`config.mk`:
```
export PLATFORM = sky130hd
export DESIGN_NAME = crossdomain_event_sync_rx
export DESIGN_NICKNAME = d
export VERILOG_FILES = /design/src/rtl/crossdomain_event_sync_rx.sv
export SDC_FILE = /design/constraint.sdc
export NUM_CORES = 1
export LEC_CHECK = 0
export ABC_AREA = 1
export BUFFER_PORTS_ARGS = -buffer_cell sky130_fd_sc_hd__buf_2
export CAP_MARGIN = 20
export CORE_ASPECT_RATIO = 1.75
export CORE_MARGIN = 1.5
export CORE_UTILIZATION = 40
export DETAILED_ROUTE_END_ITERATION = 12
export PLACE_DENSITY = 0.6
export SLEW_MARGIN = 20
export SYNTH_ARGS = -nofsm -noshare
export SYNTH_HDL_FRONTEND = slang
export SYNTH_SLANG_ARGS = --single-unit
```
`constraint.sdc`:
```
create_clock -name clk -period 2.55 [get_ports clk]
set_input_delay 0.1275 -clock clk [delete_from_list [all_inputs] [get_ports clk]]
set_output_delay 0.1275 -clock clk [all_outputs]
set_load 0.01 [all_outputs]
```
`src/rtl/crossdomain_event_sync_rx.sv`:
```
// crossdomain_event_sync_rx
// Multi-channel receiver for toggle-encoded events from foreign clock
// domains. Each channel is synchronised, edge-detected and counted in a
// saturating pending counter. Pending events leave one at a time through a
// single-register valid/ready slice with round-robin arbitration. A per-channel
// ack toggle is returned for every consumed event.
// Optional build macro: CROSSDOMAIN_EVT_OVF_EN enables the sticky per-channel
// overflow flags (ovf/ovf_clr); when undefined, ovf is tied low and events
// arriving at a saturated counter are dropped silently.
module crossdomain_event_sync_rx #(
    parameter int NCH         = 4,
    parameter int SYNC_STAGES = 2,
    parameter int CNT_W       = 3,
    localparam int CH_W       = (NCH > 1) ? $clog2(NCH) : 1
) (
    input  logic            clk,
    input  logic            reset_n,
    input  logic [NCH-1:0]  toggle_in,
    output logic [NCH-1:0]  ack_toggle_out,
    output logic            evt_valid,
    input  logic            evt_ready,
    output logic [CH_W-1:0] evt_chan,
    output logic [NCH-1:0]  ovf,
    input  logic [NCH-1:0]  ovf_clr
);

    localparam logic [CNT_W-1:0] CNT_MAX = {CNT_W{1'b1}};
    localparam logic [CH_W-1:0]  LAST_CH = CH_W'(NCH - 1);

    // Synchroniser chain, stage 0 faces the asynchronous inputs
    logic [NCH-1:0]   sync_q [SYNC_STAGES];
    logic [NCH-1:0]   prev_q;
    logic [NCH-1:0]   det;

    // Pending-event bookkeeping
    logic [CNT_W-1:0] cnt_q [NCH];
    logic [CNT_W:0]   step_res [NCH];
    logic [NCH-1:0]   pend;
    logic [NCH-1:0]   drop;

    // Arbitration
    logic [CH_W-1:0]  ptr_q;
    logic [CH_W-1:0]  sel;
    logic [CH_W-1:0]  cand;
    logic             found;
    int               arb_idx;
    logic [NCH-1:0]   grant;

    // Output slice and ack return
    logic             vld_q;
    logic [CH_W-1:0]  chan_q;
    logic             load_en;
    logic             take;
    logic             consume;
    logic [NCH-1:0]   ack_hit;
    logic [NCH-1:0]   ack_q;

    // Saturating up/down step. Result MSB flags an increment that found the
    // counter already full with no matching decrement (event lost); the
    // lower bits are the next count.
    function automatic logic [CNT_W:0] cnt_step(
        input logic [CNT_W-1:0] cur,
        input logic             inc,
        input logic             dec
    );
        logic [CNT_W:0] res;
        res = {1'b0, cur};
        if (inc && !dec) begin
            if (cur == CNT_MAX) begin
                res = {1'b1, cur};
            end else begin
                res = {1'b0, cur + 1'b1};
            end
        end else if (dec && !inc) begin
            res = {1'b0, cur - 1'b1};
        end
        return res;
    endfunction

    // ---- stage: synchroniser shift registers and previous-value capture ----
    // Shift each toggle input through the synchroniser and remember the last stage
    always_ff @(posedge clk or negedge reset_n) begin
        if (!reset_n) begin
            for (int s = 0; s < SYNC_STAGES; s++) begin
                sync_q[s] <= '0;
            end
            prev_q <= '0;
        end else begin
            sync_q[0] <= toggle_in;
            for (int s = 1; s < SYNC_STAGES; s++) begin
                sync_q[s] <= sync_q[s-1];
            end
            prev_q <= sync_q[SYNC_STAGES-1];
        end
    end

    assign det = sync_q[SYNC_STAGES-1] ^ prev_q;

    // Flag channels holding at least one undelivered event
    always_comb begin
        pend = '0;
        for (int i = 0; i < NCH; i++) begin
            pend[i] = (cnt_q[i] != '0);
        end
    end

    // Round-robin search starting at ptr_q, wrapping modulo NCH
    always_comb begin
        sel     = ptr_q;
        found   = 1'b0;
        arb_idx = 0;
        cand    = '0;
        for (int k = 0; k < NCH; k++) begin
            arb_idx = int'(ptr_q) + k;
            if (arb_idx >= NCH) begin
                arb_idx = arb_idx - NCH;
            end
            cand = CH_W'(arb_idx);
            if (!found && pend[cand]) begin
                sel   = cand;
                found = 1'b1;
            end
        end
    end

    // The slice reloads when empty or when its current event is being consumed
    assign load_en = !vld_q || evt_ready;
    assign take    = load_en && found;
    assign consume = vld_q && evt_ready;

    // Decode the winning channel and the channel being acknowledged
    always_comb begin
        grant   = '0;
        ack_hit = '0;
        for (int i = 0; i < NCH; i++) begin
            grant[i]   = take && (sel == CH_W'(i));
            ack_hit[i] = consume && (chan_q == CH_W'(i));
        end
    end

    // Next pending count and lost-event flag per channel
    always_comb begin
        drop = '0;
        for (int i = 0; i < NCH; i++) begin
            step_res[i] = cnt_step(cnt_q[i], det[i], grant[i]);
            drop[i]     = step_res[i][CNT_W];
        end
    end

    // ---- stage: pending counters ----
    // Count detected events up and granted events down, saturating at full
    always_ff @(posedge clk or negedge reset_n) begin
        if (!reset_n) begin
            for (int i = 0; i < NCH; i++) begin
                cnt_q[i] <= '0;
            end
        end else begin
            for (int i = 0; i < NCH; i++) begin
                cnt_q[i] <= step_res[i][CNT_W-1:0];
            end
        end
    end

    // ---- stage: output slice and round-robin pointer ----
    // Load the arbitration winner, or empty the slice when nothing is pending
    always_ff @(posedge clk or negedge reset_n) begin
        if (!reset_n) begin
            vld_q  <= 1'b0;
            chan_q <= '0;
            ptr_q  <= '0;
        end else if (take) begin
            vld_q  <= 1'b1;
            chan_q <= sel;
            ptr_q  <= (sel == LAST_CH) ? '0 : sel + 1'b1;
        end else if (load_en) begin
            vld_q  <= 1'b0;
        end
    end

    // Flip the ack toggle of the channel whose event is consumed this edge
    always_ff @(posedge clk or negedge reset_n) begin
        if (!reset_n) begin
            ack_q <= '0;
        end else begin
            ack_q <= ack_q ^ ack_hit;
        end
    end

`ifdef CROSSDOMAIN_EVT_OVF_EN
    logic [NCH-1:0] ovf_q;

    // Sticky overflow: a lost event sets the flag, ovf_clr clears it, set wins
    always_ff @(posedge clk or negedge reset_n) begin
        if (!reset_n) begin
            ovf_q <= '0;
        end else begin
            ovf_q <= (ovf_q & ~ovf_clr) | drop;
        end
    end

    assign ovf = ovf_q;
`else
    logic unused_ovf;

    assign ovf        = '0;
    assign unused_ovf = ^{drop, ovf_clr};
`endif

    assign evt_valid      = vld_q;
    assign evt_chan       = chan_q;
    assign ack_toggle_out = ack_q;

endmodule

```
# Word-level counts from Yosys, hierarchy flattened

Cells that the tools add are included.

Bits in registers: 33
Input port bits: 11
Output and inout bits: 11

Add/subtract/negate cells: 16
$lt $le $gt $ge: 8
Equal/unequal tests: 14
Mux-type cells: 35
Bitwise logic cells: 2
Reduce and logical (&&, ||, !) cells: 49

Operators with widths:

| cell                                                              | count |
|---|---|
| two-way mux 3 bit                                                 | 12 |
| logical AND 1 bit                                                 | 21 |
| two-way mux 2 bit                                                 | 9 |
| adder 3 x 1 -> 3 bit, second input constant                       | 4 |
| equality test 3 bit, second input constant                        | 4 |
| zero test 1 bit                                                   | 12 |
| less-than comparator 2 x 3 -> 1 bit, second input constant        | 4 |
| nonzero test 3 bit                                                | 4 |
| subtractor 3 x 1 -> 3 bit, second input constant                  | 4 |
| two-way mux 1 bit                                                 | 10 |
| nonzero test 2 bit                                                | 5 |
| greater-or-equal comparator 3 bit, second input constant          | 3 |
| binary-select mux 1 bit (select 2 bit)                            | 4 |
| equality test 2 bit, second input constant                        | 4 |
| inequality test 2 bit, second input constant                      | 4 |
| AND reduction 2 bit                                               | 4 |
| subtractor 2 x 1 -> 2 bit, second input constant                  | 4 |
| XOR 4 bit                                                         | 2 |
| adder 2 x 2 -> 3 bit, second input constant                       | 2 |
| equality test 2 x 1 -> 1 bit, second input constant               | 2 |
| zero test 2 bit                                                   | 2 |
| adder 2 x 1 -> 3 bit, second input constant                       | 1 |
| greater-or-equal comparator 2 x 3 -> 1 bit, second input constant | 1 |
| adder 2 x 1 -> 2 bit, second input constant                       | 1 |
| logical OR 1 bit                                                  | 1 |

# Logic depth before layout (Yosys ltp)

Gate-level depths: netlist of the first run.

Depth after elaboration: 20
Mapped depth: 23

# Worst setup path after synthesis of the first run

Ideal clock, no wire load.

Path type: register -> register
Start: register ptr_q[0]
End: register cnt_q[11] (netlist bit)
Library setup time: 117 ps
Data arrival time: 2459 ps
Required time: 2433 ps
Setup slack: -26 ps
Cell stages (with the launch flop): 22
Path buffers: 1
Path through: dfrtp_1 buf_6 inv_4 nand3_1 nand3_1 nand2_2 nor2_4 nand4_1 nand2_1 nand2_1 nand2_1 inv_1 ha_1 nand3_2 nand2_2 fa_1 inv_1 nand2_1 nand2_1 nand2_2 nand2_1 nand2_1

Longest elaborated chain between the ends: 20
Elaborated cells on any way between the ends: 47
Classes of those cells: add/sub: 7; order compare: 4; eq/ne: 1; mux: 21; reduce/logical: 14

Ends and longest elaborated chain:

| item                                                                         | RTL line | text |
|---|---|---|
| from (decl)                                                                  | 42       | `logic [CH_W-1:0] ptr_q;` |
| from (signal assigned)                                                       | 174      | `ptr_q <= (sel == LAST_CH) ? '0 : sel + 1'b1;` |
| branches (longest 13 deep; another with adder 2 x 1 -> 3 bit)                | -        |  |
| two-way mux 2 bit *                                                          | 119      | `if (!found && pend[cand]) begin` |
| via sel[1]                                                                   | 43       | `logic [CH_W-1:0] sel;` |
| zero test 2 bit *                                                            | 136      | `grant[i] = take && (sel == CH_W'(i));` |
| logical AND 1 bit *                                                          | 136      |  |
| zero test 1 bit                                                              | 68       | `if (inc && !dec) begin` |
| logical AND 1 bit                                                            | 68       |  |
| inequality test 2 bit (no line) / nonzero test 2 bit (equally long branches) | -        |  |
| AND reduction 2 bit (no line)                                                | -        |  |
| to (signal, indexed assignment)                                              | 159      | `cnt_q[i] <= step_res[i][CNT_W-1:0];` |
| to (decl)                                                                    | 36       | `logic [CNT_W-1:0] cnt_q [NCH];` |

Mark *: on every way through the listed nets, which the timed path passes. The select of a mux whose other input is x is not followed.
A chain may end at the register's enable or synchronous reset.

# Worst setup path in the final report of the first run

Ends and elaborated chain as after synthesis.

==> results of run 1 <==
## worst min-delay path: stages
cell and delay (ns):
buf_2 0.10, nand2_1 0.05, inv_1 0.07, nand3_1 0.09, xnor2_1 0.06
## cells by family (layout without fill, tap and decap cells)
kind of cell	count (synthesis)	in the layout	share of synthesized area [%]
other	1	4	0.197
buffers and inverters	29	93	7.30
and+or+nand+nor	121	121	35.2
AOI/OAI and AO/OA	5	5	1.51
DFF	33	33	43.4
xor gates and xnor gates	12	12	5.52
adders and majority gates	8	8	6.84
## stage by stage
| stage | cell area (µm²) | setup slack (ns) | setup TNS (ns) |
|---|---|---|---|
| 3_5_place_dp | 2250 | -0.119 | -0.324 |
| 2_1_floorplan | 1920 | 0.000651 | 0 |
| 3_3_place_gp | 2250 | -0.0435 | -0.0773 |
| 4_1_cts | 2530 | -0.0190 | -0.0190 |
| 6_report | 2700 | -0.149 | -0.669 |
| 5_1_grt | 2700 | -0.372 | -2.57 |
## timing repair
item | in CTS | in global routing
pin swaps | 15 | 13
hold endpoints to repair | 37 | 0
endpoints found under the setup margin | 5 | 8
hold buffers | 5 | 0
resized for setup | 20 | 33
setup buffers | 6 | 5
## synth_stat cells, drive strengths merged
cell type	number
ha	4
nand3	51
fa	4
conb	1
o21a	1
nand4	1
nor2	6
o22ai	1
dfrtp	33
inv	24
xor2	4
nand2	63
buf	5
xnor2	8
o21ai	3
## state kept, by name, indices dropped and copies added, names as in the netlist
register	cells
prev_q	4
sync_q	8
cnt_q	12
evt_chan	2
evt_valid	1
ptr_q	2
ack_toggle_out	4
## report_power, final
part	total (µW)	internal, µW	switching [µW]
clock network	514	319	196
logic	2990	1400	1590
registers	883	721	162
total	4380	2440	1940
## routing by layer
metal | vias up | track usage [%] | part of all wire, %
li1 | 794 | - | -
met3 | 10 | 2.39 | 2.1
met5 | - | 0 | 0
met1 | 769 | 19.1 | 39
met4 | 0 | 7.52 | 2.7
met2 | 27 | 31.3 | 56
## layout make-up
cell class | instances | area (µm²)
Inverter | 24 | 105
Clock inverter | 1 | 30.0
Timing Repair Buffer | 61 | 438
Fill cell | 404 | 1920
Sequential cell | 33 | 828
Clock buffer | 7 | 86.3
Tap cell | 52 | 65.1
Multi-Input combinational cell | 150 | 1150
## final timing paths
path | startpoint | endpoint | slack (ns) | cells past startpoint
max | ptr_q[0] | cnt_q[11] | -0.15 | 20
min | evt_ready | ack_toggle_out[0] | 0.25 | 5
max reg2reg | ptr_q[0] | cnt_q[11] | -0.15 | 20
min reg2reg | sync_q[5] | sync_q[1] | 0.35 | 0
max in group asynchronous | reset_n | ptr_q[0] | 1.58 | 2
min in group asynchronous | reset_n | prev_q[3] | 0.44 | 2
==> results.toml, run 1 <==
[sta]
relSlewSlack_pct = 49.8
timing.final.crit_share_pct = 106
drv_slew = 0
timing.final.crit_period_ns = 2.70
clock.fmax_mhz = 370
setup_violations = 8
fin_skew_ns = 0.00710
worstMarginPinSlew_ns = 0.753
setup_ws_ns = -0.149
whs_ns = 0.253
finalHoldViolations = 0
rsz0062_at_grt = "yes"

[die]
die_area_um2 = 5200
die_x_um = 55.1
core_um2 = 4620
die_y_um = 94.2
start_util_pct = 41.2
row_count = 33
ios = 22

[setup_path]
worst-path-max-fanout = 8
max_stage_delay_ns = 0.48
arrival_ns = 2.88
critical_path.startpoint_type = "flip-flop"
critPathMostFrequentCell = "nand2_2"
crit_family = "simple AND/OR/NAND/NOR gates"
endpoint_kind = "flip-flop"
crit_buf_inv = 3
crit_required_ns = 2.73
path_cells = "clkinv_4, nand3_2, nand3_1, nand2_2, nor2_4, nand4_1, nand2_1, nand2_2, nand2_4, inv_4, ha_4, nand3_2, nand2_2, fa_2, inv_2, nand2_1, nand2_2, nand2_2, nand2_1, nand2_1"
slowest_stage = "dfrtp_2"
crit_type = "reg2reg"

[cells_and_area]
final_core_util_pct = 58.5
n_antenna_cell = 0
finalNetCount = 294
mostFrequentLayoutCells = "43 x buf_4, 39 x nand2_1, 31 x dfrtp_1"
layout_commonest_cell = "buf_4"
area_delta_synth_final_pct = 42.1
drive_gt1_share_pct = 48.2
stdcell_count = 328

[clocking]
clkTransAtPathRegs_ns = 0.07
cts_tree = "done"
clockBufferDepth = 2
htreeDepth = 2
cts_inserted_buffers = 5
cts.sinks = 33
clk_root_buffer_cell = "clkbuf_8"
clk_latency_ns = 0.29

[logic_synthesis]
synthCells = 209
netlist_area_um2 = 1900
synth_cell_types = 25
synth_top_cell_by_area = "dfrtp_1"
synthTopCellsByArea = "dfrtp_1 43%, nand3_1 10%, nand2_1 9.7%"
avgSynthCellArea_um2 = 9.11
yosysWarnings = 0
yosysSeqAreaShare_pct = 43.4
ys_ff_latch = 33
yosysTopAreaCellShare_pct = 43.4

[power_and_ir_drop]
finalPower_uw = 4380
ir_drop_mv = 0.964
p_leak_uw = 0.00132
p_per_area_nw_per_um2 = 1620

[grt]
antenna_found_initial = 0
grt_pass1_wl_um = 6580
gr-total-overflow = 0
grt_usage_pct = 17.4
grt_max_degree = 34
grt_pass1_vias = 1582

[detailed_routing]
drcViolationCount = 0
drt_iter0_drc = 14
first_pass_iters = 4
wl_per_cell_um = 12.6
via_count = 1600
wl_um = 4120
via_per_inst = 4.88
ant_nets = 0

[placed_design]
dpl.hpwl_um = 2740
port_buffers = 13
place_congestion = 0.888
place_inst = 304

[status]
violations = "negative setup slack"
outcome = "complete, but fails checks"

[job]
drv_cap = 0

[hold_path]
hold_class = "in2reg"
(Power assumes the default switching activity.)
==> run 2, diff against run 1 <==
--- a/config.mk
+++ b/config.mk
@@ -13,6 +13,7 @@
 export CORE_UTILIZATION = 40
 export DETAILED_ROUTE_END_ITERATION = 12
 export PLACE_DENSITY = 0.6
+export SETUP_SLACK_MARGIN = 0.4
 export SLEW_MARGIN = 20
 export SYNTH_ARGS = -nofsm -noshare
 export SYNTH_HDL_FRONTEND = slang
==> run 2 against run 1 <==
  * The run still ends with negative setup slack left
  * First-iteration DRC count increased by 7.1%
  * Die area unchanged
  * Hold slack got worse by 0.0059 ns
  * Design area increased by 0.88%
  * Critical path type unchanged
==> results.toml, run 2 (synthesis gave the netlist of run 1 again) <==
[status]
outcome = "complete, but fails checks"
violations = "negative setup slack"

[power_and_ir_drop]
ir_drop_mv = 0.897
p_per_area_nw_per_um2 = 1650
p_leak_uw = 0.00132
finalPower_uw = 4490

[setup_path]
critPathLaunch = "ptr_q[0]"
crit_required_ns = 2.73
arrival_ns = 2.89
r2r_start = "ptr_q[0]"
worst-path-max-fanout = 6
endpoint_kind = "flip-flop"
critical_path.startpoint_type = "flip-flop"
crit_type = "reg2reg"

[hold_path]
hold_class = "in2reg"
min_from = "evt_ready"

[job]
drv_cap = 0

[sta]
timing.final.crit_period_ns = 2.71
clock.fmax_mhz = 369
rsz0062_at_grt = "yes"
setup_violations = 6
worstMarginPinSlew_ns = 0.725
timing.final.crit_share_pct = 106
setup_ws_ns = -0.163
finalHoldViolations = 0
fin_skew_ns = 0.00511
tns_ns = -0.658
drv_slew = 0
relSlewSlack_pct = 51.7
whs_ns = 0.248

[grt]
grt_pass1_wl_um = 6710
grt_usage_pct = 18.2
grt_pass1_vias = 1562
gr-total-overflow = 0
grt_max_degree = 34
antenna_found_initial = 0

[die]
die_y_um = 94.2
row_count = 33
ios = 22
die_x_um = 55.1
die_area_um2 = 5200
start_util_pct = 41.2
core_um2 = 4620

[clocking]
clk_latency_ns = 0.28
clk_root_buffer_cell = "clkbuf_8"
htreeDepth = 2
cts_tree = "done"
cts_inserted_buffers = 5
cts.sinks = 33
clockBufferDepth = 2
clkTransAtPathRegs_ns = 0.07

[detailed_routing]
wl_um = 4120
wl_per_cell_um = 12.6
first_pass_iters = 4
drt_iter0_drc = 15
via_per_inst = 4.88
drcViolationCount = 0
ant_nets = 0
via_count = 1599

[cells_and_area]
n_antenna_cell = 0
area_delta_synth_final_pct = 43.3
reg_top3 = "cnt_q: 12 flops, sync_q: 8 flops"
design_area_um2 = 2730
largest_register_ff_count = 12
finalNetCount = 294
largest_register = "cnt_q"
mostFrequentLayoutCells = "37 x nand2_1, 37 x buf_4, 31 x nand3_1, 31 x dfrtp_1, 18 x inv_1"
drive_gt1_share_pct = 47.8
final_core_util_pct = 59.0

[placed_design]
dpl.hpwl_um = 2780
placed_area_um2 = 2280
place_congestion = 0.790
port_buffers = 13
## run 2: changes by cell type in the layout (fill, tap and decap cells not counted), sizes merged
cell,change
clkinvlp,+1
clkinv,+2
clkbuf,-2
bufinv,-1
## run 2: path summary, 6_finish.rpt
check | end | slack, ns | cells past startpoint
max | cnt_q[2] | -0.16 | 19
max reg2reg | cnt_q[2] | -0.16 | 19
max in group asynchronous | ptr_q[0] | 1.60 | 2
min in group asynchronous | cnt_q[4] | 0.43 | 2
min reg2reg | sync_q[0] | 0.35 | 0
min | ack_toggle_out[1] | 0.25 | 5
## run 2: stage by stage
step	setup slack, ns	std cells
6_report	-0.163	328
5_1_grt	-0.319	328
4_1_cts	-0.0478	317
3_5_place_dp	-0.116	300
3_3_place_gp	-0.0878	300
2_1_floorplan	0.103	212
## run 2: final cells by class
cell class	count	area, µm²
inverters	24	105
multi-input cells	150	1180
fillers	405	1900
flip-flops and latches	33	828
clock buffers	5	68.8
well taps	52	65.1
clock inverters	3	17.5
repair buffers	61	460
## run 2: timing repair
action | in CTS | in global routing
endpoints found under the hold margin | 37 | 0
setup endpoints to repair | 12 | 13
setup buffers | 4 | 11
pin swaps | 8 | 22
resized for setup | 16 | 34
hold buffers | 5 | 0
## run 2: per-layer routing
metal	vias up	global-route usage, %	part of all wire, %
met5	-	0	0
met4	0	11.4	4.0
li1	793	-	-
met3	10	2.87	2.4
met1	762	19.8	37
met2	34	31.0	57
## run 2: critical path, cell delays in order, from the launching register on
cell and delay (ns):
dfrtp_2 0.45, buf_6 0.15, nand3_2 0.10, nand3_2 0.09, nand2_2 0.08, nor2_4 0.15
nand4_1 0.20, nand3_2 0.15, nand2_4 0.08, buf_4 0.15, ha_4 0.16, nand3_4 0.10
nand2_4 0.07, fa_2 0.36, inv_1 0.06, nand2_1 0.04, nand2_1 0.07, nand2_1 0.05
nand2_1 0.05, nand2_1 0.04
## run 2: power breakdown
| part | internal, µW | switching (µW) | leakage, µW |
|---|---|---|---|
| clock network | 188 | 202 | 0.0000439 |
| logic | 1570 | 1660 | 0.000886 |
| registers | 721 | 153 | 0.000387 |
